==> config.mk <==
export PLATFORM = sky130hd
export DESIGN_NAME = crumb_decoding
export DESIGN_NICKNAME = d
export VERILOG_FILES = /design/src/rtl/crumb_pkg.sv /design/src/rtl/crumb_digit_adder.sv /design/src/rtl/crumb_decoding.sv
export SDC_FILE = /design/constraint.sdc
export NUM_CORES = 1
export LEC_CHECK = 0
export ABC_AREA = 1
export CAP_MARGIN = 20
export CORE_UTILIZATION = 51
export CTS_CLUSTER_SIZE = 14
export DETAILED_ROUTE_END_ITERATION = 12
export GPL_TIMING_DRIVEN = 0
export PLACE_DENSITY_LB_ADDON = 0.12
export SLEW_MARGIN = 25
export SYNTH_ARGS = -nofsm -noshare
export SYNTH_HDL_FRONTEND = slang
export SYNTH_HIERARCHICAL = 1
export SYNTH_SLANG_ARGS = --single-unit
==> constraint.sdc <==
create_clock -name clk -period 3.5 [get_ports clk]
set_input_delay 0.525 -clock clk [delete_from_list [all_inputs] [get_ports clk]]
set_output_delay 0.525 -clock clk [all_outputs]
set_load 0.01 [all_outputs]
==> src/rtl/crumb_pkg.sv <==
// Shared types for the crumb (radix-2, digit set {0..3}) decoder.
// Crumb k carries weight 2^k; digit values above 1 are unresolved carries.
package crumb_pkg;

  localparam int CRUMB_W = 2;

  typedef logic [CRUMB_W-1:0] crumb_t;

  typedef enum logic [1:0] {
    IDLE   = 2'd0,
    DECODE = 2'd1,
    DONE   = 2'd2
  } crumb_dec_state_t;

  function automatic int unsigned crumb_value(input crumb_t c);
    return {30'd0, c};
  endfunction

endpackage

==> src/rtl/crumb_digit_adder.sv <==
// One-digit carry resolver: adds a crumb to the running carry and splits the
// sum into the emitted binary bit and the carry into the next weight.
module crumb_digit_adder
  import crumb_pkg::*;
(
  input  crumb_t     d,
  input  logic [1:0] carry_in,
  output logic       sum_bit,
  output logic [1:0] carry_out
);

  logic [2:0] s;

  // Max 3 + 3 = 6, so the carry never exceeds 3 and fits in two bits.
  assign s         = {1'b0, d} + {1'b0, carry_in};
  assign sum_bit   = s[0];
  assign carry_out = s[2:1];

endmodule

==> src/rtl/crumb_decoding.sv <==
// Serial crumb-to-binary decoder: one crumb per clock, LSB first, with a
// carry register; valid/ready handshakes on input and output.
module crumb_decoding
  import crumb_pkg::*;
#(
  parameter int N_DIGITS = 8
) (
  input  logic                    clk,
  input  logic                    rst,
  input  logic                    in_valid,
  output logic                    in_ready,
  input  logic [2*N_DIGITS-1:0]   in_crumbs,
  output logic                    out_valid,
  input  logic                    out_ready,
  output logic [N_DIGITS+1:0]     out_value,
  output logic                    non_canonical
);

  localparam int CNT_W = (N_DIGITS > 1) ? $clog2(N_DIGITS) : 1;
  localparam int IN_W  = 2 * N_DIGITS;
  localparam int OUT_W = N_DIGITS + 2;
  localparam logic [CNT_W-1:0] LAST_CNT = CNT_W'(N_DIGITS - 1);

  crumb_dec_state_t  state_q, state_d;
  logic [IN_W-1:0]   shift_q, shift_d;
  logic [1:0]        carry_q, carry_d;
  logic [CNT_W-1:0]  count_q, count_d;
  logic [N_DIGITS-1:0] bits_q, bits_d;
  logic [OUT_W-1:0]  out_value_q, out_value_d;
  logic              nc_q, nc_d;
  logic              in_ready_q, in_ready_d;
  logic              out_valid_q, out_valid_d;

  crumb_t     d_lo;
  logic       sum_bit;
  logic [1:0] carry_next;

  assign d_lo = shift_q[CRUMB_W-1:0];

  crumb_digit_adder u_adder (
    .d         (d_lo),
    .carry_in  (carry_q),
    .sum_bit   (sum_bit),
    .carry_out (carry_next)
  );

  always_comb begin
    state_d     = state_q;
    shift_d     = shift_q;
    carry_d     = carry_q;
    count_d     = count_q;
    bits_d      = bits_q;
    out_value_d = out_value_q;
    nc_d        = nc_q;
    in_ready_d  = in_ready_q;
    out_valid_d = out_valid_q;
    unique case (state_q)
      IDLE: begin
        if (in_valid) begin
          shift_d    = in_crumbs;
          carry_d    = 2'd0;
          count_d    = '0;
          bits_d     = '0;
          nc_d       = 1'b0;
          in_ready_d = 1'b0;
          state_d    = DECODE;
        end
      end
      DECODE: begin
        bits_d[count_q] = sum_bit;
        carry_d         = carry_next;
        nc_d            = nc_q | d_lo[1];
        shift_d         = shift_q >> CRUMB_W;
        count_d         = count_q + 1'b1;
        // The final digit's carry becomes the top two result bits.
        if (count_q == LAST_CNT) begin
          out_value_d = {carry_next, bits_d};
          out_valid_d = 1'b1;
          state_d     = DONE;
        end
      end
      DONE: begin
        if (out_ready) begin
          out_valid_d = 1'b0;
          in_ready_d  = 1'b1;
          state_d     = IDLE;
        end
      end
      default: begin
        state_d     = IDLE;
        in_ready_d  = 1'b1;
        out_valid_d = 1'b0;
      end
    endcase
  end

  always_ff @(posedge clk or posedge rst) begin
    if (rst) begin
      state_q     <= IDLE;
      shift_q     <= '0;
      carry_q     <= 2'd0;
      count_q     <= '0;
      bits_q      <= '0;
      out_value_q <= '0;
      nc_q        <= 1'b0;
      in_ready_q  <= 1'b1;
      out_valid_q <= 1'b0;
    end else begin
      state_q     <= state_d;
      shift_q     <= shift_d;
      carry_q     <= carry_d;
      count_q     <= count_d;
      bits_q      <= bits_d;
      out_value_q <= out_value_d;
      nc_q        <= nc_d;
      in_ready_q  <= in_ready_d;
      out_valid_q <= out_valid_d;
    end
  end

  assign in_ready      = in_ready_q;
  assign out_valid     = out_valid_q;
  assign out_value     = out_value_q;
  assign non_canonical = nc_q;

endmodule

==> flow_metrics.tcl, run 1 <==
set metrics [dict create \
    antenna_found_initial 0 \
    clkTransAtPathRegs_ns 0.08 \
    io_pins 33 \
    drtPass1Iterations 5 \
    avgSynthCellArea_um2 8.28 \
    p_per_area_nw_per_um2 865 \
    gp_congestion 0.782 \
    h-tree-depth 2 \
    area_growth_pct 23.0 \
    synth_top_area_cell "dfrtp_1" \
    hold_ws_ns 0.469 \
    crit_required_ns 2.97 \
    clk_path_buf_depth 2 \
    overflow 0 \
    slew_violations 0 \
    rsz0062_at_grt "no" \
    drive_gt1_frac 0.104 \
    hold_viol 0 \
    final_common_cell "nand2_1" \
    grt_max_degree 30 \
    cp_cell_sequence "clkdlybuf4s50_1" \
    start_util 0.543 \
    cts_tree "done" \
    hp-class "reg2reg" \
    final_cell_mix "nand2_1, dfrtp_1, inv_1, nand3_1, clkdlybuf4s50_1" \
    postCtsHoldBufs 0 \
    drc 0 \
    die_area_um2 4620 \
    rows 23 \
    fill_cells 366 \
    die_x_um 68.0 \
    start_kind "flop" \
    port_buffers 32 \
    worst_pin_slew_ns 0.383 \
    fin_crit_ns 1.87 \
    grt_pass1_wl_um 7840 \
    drtIter0Drc 92 \
    postCtsSetupRepairBufs 0 \
    cap_violations 0 \
    fp.coreArea_um2 4090 \
    clk_latency_ns 0.29 \
    postRouteAntennaNets 0 \
    multi_input_area_um2 825 \
    nNetsFinal 332 \
    crit_fanout 2 \
    endpoint_kind "output pin" \
    dpl.hpwl_um 3180 \
    setup_tns_ns 0 \
    ir_drop_v 0.000372 \
    via_per_inst 4.94 \
    root_buffer "clkbuf_8" \
    groute.usage.overall 0.230 \
    fin_crit_sh 0.535 \
    die_height_um 68.0 \
    leakage_nw 1.42 \
    ys_seq_area_frac 0.497 \
    critPathTopFamily "flip-flops" \
    synth_cells 268 \
    diodes 0 \
    ys_types 28 \
    routed_wl_um 4390 \
    setup_violations 0 \
    post_cts_resize_count 0 \
    finClkSkew_ns 0.00305 \
    worst-path-buf-inv 1 \
    synth_top_area_frac 0.485 \
    wl_per_cell_um 12.2 \
    outcome "finished, final reports clean" \
    cts_buffers 5 \
    synth-seq-cells 44 \
    grt_pass1_vias 1790 \
    syn-num-nets 292 \
    syn_area_um2 2220 \
    crit_type "reg2out" \
    max_slew_margin 0.744 \
    worst_ep_arrival_time_ns 1.35 \
    max_freq_ghz 0.535 \
    seqCellArea_um2 1100 \
    cp_slowest_cell "dfstp_2" \
    clock-sinks 44 \
    vias 1773 \
    yosys_warnings 6 \
    slowest_delay_ns 0.53 \
    synthTopCellsByArea "dfrtp_1, nand2_1, nand3_1" \
]
[layer usage]
layer | vias up | GRT usage | wire length [um]
met4 | 0 | 0.0833 | 27
li1 | 916 | - | -
met1 | 822 | 0.300 | 2200
met2 | 31 | 0.366 | 2020
met5 | - | 0 | 0
met3 | 4 | 0.0600 | 149
[cell type report]
cell class	count	share of cell area
Inverter	46	0.0642
Buffer	11	0.0426
Clock buffer	6	0.0266
Multi-Input combinational cell	167	0.302
Clock inverter	2	0.0128
Sequential cell	44	0.404
Timing Repair Buffer	33	0.125
Tap cell	50	0.0229
[cells by family (layout without fill, tap and decap cells)]
logic type	Yosys count	in the layout	share of synthesized area
DFF	44	44	0.497
AOI/OAI and AO/OA	28	28	0.0699
adders and majority gates	4	4	0.0259
buffers and inverters	57	98	0.131
and+or+nand+nor	135	135	0.276
[state kept, by name (all words and copies together) (netlist names), 2 cells and up]
name,cells
carry_q,2
bits_q,8
state_q,2
out_value,10
count_q,3
shift_q,16
[final timing paths]
path                            start  slack [ns]  cells past startpoint            to
setup reg to reg           count_q[0]        2.06                      8  out_value[5]
max in group asynchronous         rst        2.49                      3    shift_q[6]
min in group asynchronous         rst        0.53                      2     out_valid
hold reg to reg              in_ready        0.47                      2      in_ready
setup / recovery             in_ready        1.63                      1      in_ready
hold / removal               in_ready        0.47                      2      in_ready
[power by group]
| part | total (mW) | internal [mW] | switching (mW) |
|---|---|---|---|
| clock network | 0.387 | 0.212 | 0.175 |
| registers | 0.837 | 0.733 | 0.103 |
| logic | 1.14 | 0.484 | 0.653 |
[per-stage QoR]
stage / worst slack, ns / std cells / util / power [mW] / cell area [um2]
6_report: 1.63 / 359 / 0.668 / 2.36 / 2730
5_1_grt: 1.58 / 359 / 0.668 / 2.58 / 2730
4_1_cts: 1.62 / 359 / 0.668 / 2.38 / 2730
3_5_place_dp: 1.77 / 351 / 0.641 / 1.99 / 2620
3_3_place_gp: 1.05 / 350 / 0.637 / 1.95 / 2600
2_1_floorplan: 1.95 / 268 / - / 1.64 / 2220
[cells in the mapped netlist]
library cell,instances
nand2_2,1
o21bai_1,2
nand2_4,2
o21ai_2,2
nand3_1,34
clkinv_1,1
o31ai_1,1
buf_12,1
inv_1,42
inv_4,1
ha_1,3
o21ai_0,8
buf_6,5
nor2_1,3
nand2_1,86
buf_4,2
dfrtp_1,43
nor2_4,1
o21ai_1,13
nor2_8,1
inv_2,2
fa_1,1
dfstp_2,1
nand3_2,1
nand4_1,6
buf_2,2
a21oi_1,2
buf_8,1
[worst reg2reg max path, stage by stage, from the launching register on]
cell and delay, ns:
dfrtp_1 0.39, ha_1 0.20, ha_1 0.19, inv_1 0.15, nor2_8 0.09, inv_2 0.09, buf_6 0.14, nand2_1 0.06
nand2_1 0.07
Note: power is estimated with default switching activity, not from simulation.
==> run 2, diff against run 1 <==
CORE_UTILIZATION = 48   (was 51)
clock period = 1.6 ns   (was 3.5 ns; I/O delays follow)
==> flow_metrics.tcl, run 2 (synthesis results as in run 1) <==
set metrics [dict create \
    outcome "finished, final reports clean" \
    rsz0062_at_grt "no" \
    setup_violations 0 \
    start_kind "flop" \
    worst_pin_slew_ns 0.352 \
    fin_crit_sh 0.898 \
    crit_fanout 2 \
    fill_cells 388 \
    postCtsHoldBufs 0 \
    max_slew_margin 0.765 \
    wl_met2_um 1980 \
    grt_pass1_wl_um 7790 \
    leakage_nw 1.41 \
    die_x_um 70.0 \
    postRouteAntennaNets 0 \
    final_common_cell "nand2_1" \
    slew_violations 0 \
    cts_tree "done" \
    grt_max_degree 30 \
    met3_length_um 170 \
    cp_slowest_cell "clkdlybuf4s50_1" \
    dp_slack_ns 0.160 \
    fin_crit_ns 1.44 \
    routed_wl_um 4390 \
    ir_drop_v 0.000808 \
    groute.usage.overall 0.204 \
    dpl.hpwl_um 3100 \
    cts_buffers 5 \
    worst-path-buf-inv 1 \
    hp-class "in2async" \
    area_growth_pct 22.3 \
    critPathTopFamily "buffers and inverters" \
    root_buffer "clkbuf_8" \
    met1_length_um 2170 \
    hold_viol 0 \
    setup_slack_ns 0.163 \
    cap_violations 0 \
    utilization 0.619 \
    endpoint_kind "output pin" \
    grt_pass1_vias 1776 \
    rows 24 \
    max_freq_ghz 0.696 \
    cp_cell_sequence "clkdlybuf4s50_1" \
    crit_required_ns 1.36 \
    drc 0 \
    port_buffers 32 \
    routed.top_layer "met4" \
    drtIter0Drc 57 \
    p_per_area_nw_per_um2 1850 \
    io_pins 33 \
    top_register "shift_q" \
    clock-sinks 44 \
    drtPass1Iterations 4 \
    r2r_slack_ns 0.18 \
    antenna_found_initial 0 \
    clkTransAtPathRegs_ns 0.08 \
    overflow 0 \
    final_cell_mix "nand2_1, dfrtp_1, inv_1, nand3_1, clkdlybuf4s50_1" \
    diodes 0 \
    die_area_um2 4900 \
    multi_input_area_um2 825 \
    start_util 0.506 \
    fp.coreArea_um2 4380 \
    seqCellArea_um2 1100 \
    worst_ep_arrival_time_ns 1.20 \
    vias 1745 \
    gp_congestion 0.794 \
    wl_per_cell_um 12.2 \
    nNetsFinal 332 \
    slowest_delay_ns 0.54 \
    largest_reg_flops 16 \
    finClkSkew_ns 0.00401 \
    postCtsSetupRepairBufs 0 \
    post_cts_resize_count 1 \
    via_per_inst 4.83 \
    die_height_um 70.0 \
    crit_type "reg2out" \
    clk_path_buf_depth 2 \
    clk_latency_ns 0.30 \
    drive_gt1_frac 0.100 \
    h-tree-depth 2 \
]
==> run 2: final timing paths <==
kind	start	end	cells past startpoint
min	rst	out_value[7]	2
max reg2reg	count_q[0]	state_q[1]	7
min in group clk	in_ready	in_ready	2
max	out_value[6]	out_value[6]	1
min reg2reg	in_ready	in_ready	2
max in group asynchronous	rst	shift_q[9]	3
==> run 2: per-layer routing <==
| layer | vias up | global-route usage |
|---|---|---|
| met5 | - | 0 |
| met4 | 0 | 0.102 |
| met3 | 6 | 0.0404 |
| met2 | 32 | 0.328 |
| met1 | 788 | 0.262 |
| li1 | 919 | - |
==> run 2: per-stage QoR <==
| stage | instance area, um2 | hold slack [ns] | power (mW) | setup TNS (ns) | instances |
|---|---|---|---|---|---|
| 2_1_floorplan | 2220 | 0.336 | 3.59 | 0 | 268 |
| 3_3_place_gp | 2600 | 0.452 | 4.28 | -26.43 | 352 |
| 4_1_cts | 2710 | 0.223 | 5.07 | 0 | 361 |
| 6_report | 2710 | 0.216 | 5.02 | 0 | 361 |
| 5_1_grt | 2710 | 0.252 | 5.49 | 0 | 361 |
| 3_5_place_dp | 2620 | 0.456 | 4.35 | 0 | 353 |
==> run 2: area by class of cell <==
type	instances	share of cell area
multi-input combinational	167	0.304
tap	52	0.0240
sequential	44	0.406
buffer	11	0.0429
inverter	46	0.0646
timing repair buffer	33	0.125
clock buffer	8	0.0332
==> run 2: where the power goes <==
group | internal (mW) | leakage, nW | total, mW | switching [mW]
Sequential | 1.60 | 0.553 | 1.83 | 0.228
Combinational | 1.05 | 0.812 | 2.47 | 1.42
Clock | 0.352 | 0.0455 | 0.723 | 0.370
Total | 3.01 | 1.41 | 5.02 | 2.01
